--- config.mk ---
export PLATFORM = sky130hd
export DESIGN_NAME = er_guard
export DESIGN_NICKNAME = d
export VERILOG_FILES = /design/src/rtl/er_guard_pkg.sv /design/src/rtl/er_guard_ch.sv /design/src/rtl/er_guard.sv
export SDC_FILE = /design/constraint.sdc
export NUM_CORES = 1
export LEC_CHECK = 0
export ABC_CLOCK_PERIOD_IN_PS = 3490
export CELL_PAD_IN_SITES_DETAIL_PLACEMENT = 1
export CELL_PAD_IN_SITES_GLOBAL_PLACEMENT = 1
export CORE_ASPECT_RATIO = 0.7
export CORE_MARGIN = 2
export CORE_UTILIZATION = 31
export DETAILED_ROUTE_END_ITERATION = 8
export PLACE_DENSITY_LB_ADDON = 0.1
export SLEW_MARGIN = 20
export SYNTH_ARGS = -nofsm -noshare
export SYNTH_HDL_FRONTEND = slang
export SYNTH_SLANG_ARGS = --single-unit
--- constraint.sdc ---
create_clock -name clk -period 3.49 [get_ports clk]
set_input_delay 0.8725 -clock clk [delete_from_list [all_inputs] [get_ports clk]]
set_output_delay 0.8725 -clock clk [all_outputs]
set_load 0.005 [all_outputs]
--- src/rtl/er_guard_pkg.sv ---
// Shared state encodings and abort cause codes for the execution-region guard.
package er_guard_pkg;

  typedef enum logic {
    ST_ABORT = 1'b0,
    ST_EXEC  = 1'b1
  } er_state_e;

  typedef enum logic [1:0] {
    CAUSE_NONE = 2'b00,
    CAUSE_DMA  = 2'b01,
    CAUSE_IRQ  = 2'b10,
    CAUSE_EXIT = 2'b11
  } er_cause_e;

endpackage

--- src/rtl/er_guard_ch.sv ---
// One monitored execution region: bounds check, ABORT/EXEC FSM, saturating
// abort counter and cause capture.
module er_guard_ch
  import er_guard_pkg::*;
#(
  parameter int ADDR_W   = 16,
  parameter int CNT_W    = 4,
  parameter int EXIT_CHK = 1
) (
  input  logic              clk,
  input  logic              puc_rst,
  input  logic [ADDR_W-1:0] pc,
  input  logic [ADDR_W-1:0] pc_prev,
  input  logic              irq,
  input  logic              dma_en,
  input  logic [ADDR_W-1:0] er_min,
  input  logic [ADDR_W-1:0] er_max,
  input  logic              irq_chk_en,
  input  logic              dma_chk_en,
  input  logic              clr_cnt,
  output logic              exec,
  output logic              cfg_err,
  output logic [CNT_W-1:0]  abort_cnt,
  output logic [1:0]        last_cause
);

  localparam logic [CNT_W-1:0] CNT_MAX = '1;
  localparam logic [CNT_W-1:0] CNT_ONE = {{(CNT_W-1){1'b0}}, 1'b1};

  er_state_e        state_q, state_d;
  logic             exec_q, exec_d;
  logic [CNT_W-1:0] cnt_q, cnt_d;
  er_cause_e        cause_q, cause_d;

  logic in_er, prev_in_er, dma_hit, irq_hit, viol, early_exit, count_abort;

  assign cfg_err    = (er_min > er_max);
  assign in_er      = (pc >= er_min) && (pc <= er_max);
  assign prev_in_er = (pc_prev >= er_min) && (pc_prev <= er_max);
  assign dma_hit    = in_er && dma_en && dma_chk_en;
  assign irq_hit    = in_er && irq && irq_chk_en;
  assign viol       = dma_hit || irq_hit;
  // Leaving through the last address is the legitimate exit path.
  assign early_exit = (EXIT_CHK != 0) && (state_q == ST_EXEC) && prev_in_er
                      && (pc_prev != er_max) && !in_er;

  always_comb begin
    state_d     = state_q;
    cause_d     = cause_q;
    count_abort = 1'b0;
    if (state_q == ST_ABORT) begin
      if ((pc == er_min) && !viol && !cfg_err) begin
        state_d = ST_EXEC;
      end
    end else begin
      if (cfg_err) begin
        state_d = ST_ABORT;
      end else if (viol || early_exit) begin
        state_d     = ST_ABORT;
        count_abort = 1'b1;
      end
    end

    if (count_abort) begin
      cause_d = dma_hit ? CAUSE_DMA : (irq_hit ? CAUSE_IRQ : CAUSE_EXIT);
    end

    exec_d = (state_d == ST_EXEC);

    // A clear coinciding with an abort leaves that abort counted.
    cnt_d = cnt_q;
    if (clr_cnt) begin
      cnt_d = count_abort ? CNT_ONE : '0;
    end else if (count_abort && (cnt_q != CNT_MAX)) begin
      cnt_d = cnt_q + CNT_ONE;
    end
  end

  always_ff @(posedge clk) begin
    if (puc_rst) begin
      state_q <= ST_ABORT;
      exec_q  <= 1'b0;
      cnt_q   <= '0;
      cause_q <= CAUSE_NONE;
    end else begin
      state_q <= state_d;
      exec_q  <= exec_d;
      cnt_q   <= cnt_d;
      cause_q <= cause_d;
    end
  end

  assign exec       = exec_q;
  assign abort_cnt  = cnt_q;
  assign last_cause = cause_q;

endmodule

--- src/rtl/er_guard.sv ---
// Execution-region guard: NUM_ER independent region monitors sharing one
// registered copy of the previous program counter.
module er_guard
  import er_guard_pkg::*;
#(
  parameter int NUM_ER   = 2,
  parameter int ADDR_W   = 16,
  parameter int CNT_W    = 4,
  parameter int EXIT_CHK = 1
) (
  input  logic                     clk,
  input  logic                     puc_rst,
  input  logic [ADDR_W-1:0]        pc,
  input  logic                     irq,
  input  logic                     dma_en,
  input  logic [NUM_ER*ADDR_W-1:0] er_min,
  input  logic [NUM_ER*ADDR_W-1:0] er_max,
  input  logic [NUM_ER-1:0]        irq_chk_en,
  input  logic [NUM_ER-1:0]        dma_chk_en,
  input  logic [NUM_ER-1:0]        clr_cnt,
  output logic [NUM_ER-1:0]        exec,
  output logic [NUM_ER-1:0]        cfg_err,
  output logic [NUM_ER*CNT_W-1:0]  abort_cnt,
  output logic [NUM_ER*2-1:0]      last_cause
);

  logic [ADDR_W-1:0] pc_prev_q, pc_prev_d;

  assign pc_prev_d = pc;

  always_ff @(posedge clk) begin
    if (puc_rst) begin
      pc_prev_q <= '0;
    end else begin
      pc_prev_q <= pc_prev_d;
    end
  end

  for (genvar gi = 0; gi < NUM_ER; gi++) begin : g_ch
    er_guard_ch #(
      .ADDR_W  (ADDR_W),
      .CNT_W   (CNT_W),
      .EXIT_CHK(EXIT_CHK)
    ) u_ch (
      .clk       (clk),
      .puc_rst   (puc_rst),
      .pc        (pc),
      .pc_prev   (pc_prev_q),
      .irq       (irq),
      .dma_en    (dma_en),
      .er_min    (er_min[gi*ADDR_W +: ADDR_W]),
      .er_max    (er_max[gi*ADDR_W +: ADDR_W]),
      .irq_chk_en(irq_chk_en[gi]),
      .dma_chk_en(dma_chk_en[gi]),
      .clr_cnt   (clr_cnt[gi]),
      .exec      (exec[gi]),
      .cfg_err   (cfg_err[gi]),
      .abort_cnt (abort_cnt[gi*CNT_W +: CNT_W]),
      .last_cause(last_cause[gi*2 +: 2])
    );
  end

endmodule

==> impl_metrics.py <==
metrics = {
    "floorplanning": {
        "start_util_pct": 31.6,
        "num_io_pins": 106,
        "die_h_um": 109,
        "die_area_um2": 16800,
        "core_um2": 15500,
        "rows": 38,
        "die_x_um": 154,
    },
    "logic_synthesis": {
        "synthFlopType": "dfxtp_1",
        "syn-instance-count": 582,
        "synth_nets": 834,
        "yosysMostFrequentCell": "ha_1",
        "synthTopCellsByCount": "ha_1, inv_1, a21oi_1",
        "netlist_area_um2": 4880,
        "seq_area_frac_synth_pct": 12.3,
        "async_reset_ff_share_pct": 0,
        "ys_types": 59,
        "yosysTopAreaCell": "ha_1",
        "yosys_register_bits": 30,
        "syn-mean-instance-area_um2": 8.38,
        "synth.area.top_cells": "ha_1, dfxtp_1, inv_1",
        "synth_warnings": 0,
        "synth_edf_count": 0,
        "synth_top_area_share_pct": 41.5,
    },
    "layout": {
        "syn2layout_area_growth_pct": 64.4,
        "drive_above_1_share_pct": 35.2,
        "multi_input_area_um2": 4670,
        "fillers": 1798,
        "layout.nets": 1093,
        "regArea_um2": 601,
        "fin_cells": 1043,
    },
    "route": {
        "firstDrtPassIters": 4,
        "wl_per_cell_um": 19.8,
        "ant_nets": 0,
        "drt_iter0_markers": 168,
        "drt_wl_total_um": 20600,
        "routed_via_density": 5.23,
        "vias": 5460,
        "drc": 0,
    },
    "placed_design": {
        "gp_congestion": 0.894,
        "dp_hpwl_um": 16800,
        "dp_slack_ns": -0.749,
        "place_inst": 1012,
        "io_buffers": 105,
    },
    "global_routing": {
        "grt_pass1_wl_um": 31900,
        "track_usage_pct": 24.6,
        "grt_max_degree": 16,
        "antenna_found_initial": 1,
        "overflow": 0,
        "grt_pass1_vias": 6077,
    },
    "clock_tree": {
        "clk_latency_ns": 0.28,
        "clockBufferDepth": 2,
        "tritoncts": "built",
        "clkSinkCount": 30,
        "clkTransAtPathRegs_ns": 0.05,
        "root_buffer": "clkbuf_16",
        "cts_buffers": 5,
        "htree_levels": 2,
    },
    "sta": {
        "finalMaxSlewViolations": 0,
        "layout_setup_ws_ns": 0.0401,
        "period_minus_slack_ns": 3.45,
        "max_slew_margin_pct": 56.3,
        "fin_skew_ns": 0.00420,
        "setup_violations": 0,
        "fin_tns_setup_ns": 0,
        "period_share_pct": 98.9,
        "hold_violations": 0,
        "worst_pin_slew_ns": 0.654,
        "timing.hold.ws_ns": 0.494,
        "clock.fmax_ghz": 0.290,
    },
    "job": {
        "maxCapViolCount": 0,
    },
    "outcome": {
        "status": "finished clean",
    },
    "worst_setup_path": {
        "critical-path-top-delay-family": "compound AO/OA/AOI/OAI gates",
        "crit_type": "in2out",
        "cp_slowest_stage_delay_ns": 0.45,
        "crit_required_ns": 2.62,
        "worstSetupEndpointType": "primary output",
        "cp_max_fo": 2,
        "worst-path-buf-inv": 2,
        "cp-start-kind": "input pin",
        "crit_chain": "clkdlybuf4s50_1, ha_1, nor2b_1, o211ai_1, a21boi_2, o31a_1, buf_2",
        "cp_slowest_cell": "clkdlybuf4s50_1",
        "crit_arrival_ns": 2.58,
    },
    "hold_path": {
        "holdCritPathClass": "reg2reg",
    },
    "power_and_ir_drop": {
        "power.density_nw_per_um2": 207,
        "leakage_nw": 3.90,
        "ir_worst_vdd_v": 0.000138,
    },
}
## placed cells by master (no fill, tap or decap), types with 6 or more instances in the layout
master	instances
buf_4	151
ha_1	126
a21oi_1	46
dlygate4sd2_1	40
inv_1	39
ha_4	36
clkdlybuf4s50_1	35
nand2_1	33
dfxtp_1	30
inv_2	28
nor2b_1	22
o21ai_0	20
nor2_1	19
nand4_1	19
clkbuf_2	17
a21o_1	13
nand3_1	12
a211oi_1	8
dlymetal6s2s_1	7
nor3_1	6
nand2b_1	6
## cells by family (layout without fill, tap and decap cells)
group                      count (synthesis)  count (layout)  share of synthesized area [%]
adders and majority gates                162             162                           41.5
and+or+nand+nor                          158             158                           17.6
buffers and inverters                     74             334                           6.00
other                                      0               1                              0
AOI/OAI and AO/OA                        153             153                           21.4
DFF                                       30              30                           12.3
muxes                                      5               5                           1.08
## flip-flops by register name, summed over array words and instances (netlist names)
name                  flops
g_ch.u_ch.abort_cnt       8
g_ch.u_ch.last_cause      4
g_ch.u_ch.state_q         2
pc_prev_q                16
## power by group
| part | switching, mW | leakage (nW) | internal [mW] |
|---|---|---|---|
| registers | 0.0173 | 0.246 | 0.353 |
| logic | 0.412 | 3.58 | 0.438 |
| clock network | 0.160 | 0.0729 | 0.282 |
## worst min-delay path, delay by kind of cell, from the launching register on
kind	cells	cell delay, ns
compound gates	1	0.04
simple gates	1	0.09
flops	1	0.31
## layer usage
metal	share of wire, %	track usage [%]
met3	5.7	4.13
met1	46	32.2
met5	0	0
met4	1.3	5.07
met2	47	42.9
## final cells by class
type                            count  area share (%)
Multi-Input combinational cell    478            58.2
Inverter                           67            3.14
Timing Repair Buffer              259            26.1
Clock inverter                      2           0.156
Tap cell                          200            3.12
Antenna cell                        1          0.0312
Clock buffer                        6            1.73
Sequential cell                    30            7.49
## per-stage QoR
step	utilization, %	area, um^2	power, mW
after global routing	51.9	8020	1.78
after floorplan	-	4880	0.697
after global placement	46.1	7130	1.08
final	51.9	8020	1.66
after detailed placement	46.1	7130	1.12
after CTS	50.6	7810	1.63
## final timing paths
check	startpoint	to	slack, ns	cells past startpoint
min reg2reg	g_ch[1].u_ch.last_cause[1]	g_ch[1].u_ch.last_cause[1]	0.49	2
max reg2reg	pc_prev_q[0]	g_ch[0].u_ch.abort_cnt[3]	0.58	12
min	g_ch[1].u_ch.last_cause[1]	g_ch[1].u_ch.last_cause[1]	0.49	2
max	er_min[1]	cfg_err[0]	0.04	7
## repair_timing
| item | CTS | global route |
|---|---|---|
| gates resized for setup | 162 | 77 |
| hold buffers | 0 | 0 |
| endpoints found under the setup margin | 16 | 15 |
| setup buffers | 17 | 6 |
| gates cloned | 0 | 0 |
| pin swaps | 37 | 33 |
Power figures use the tool's default switching activity.
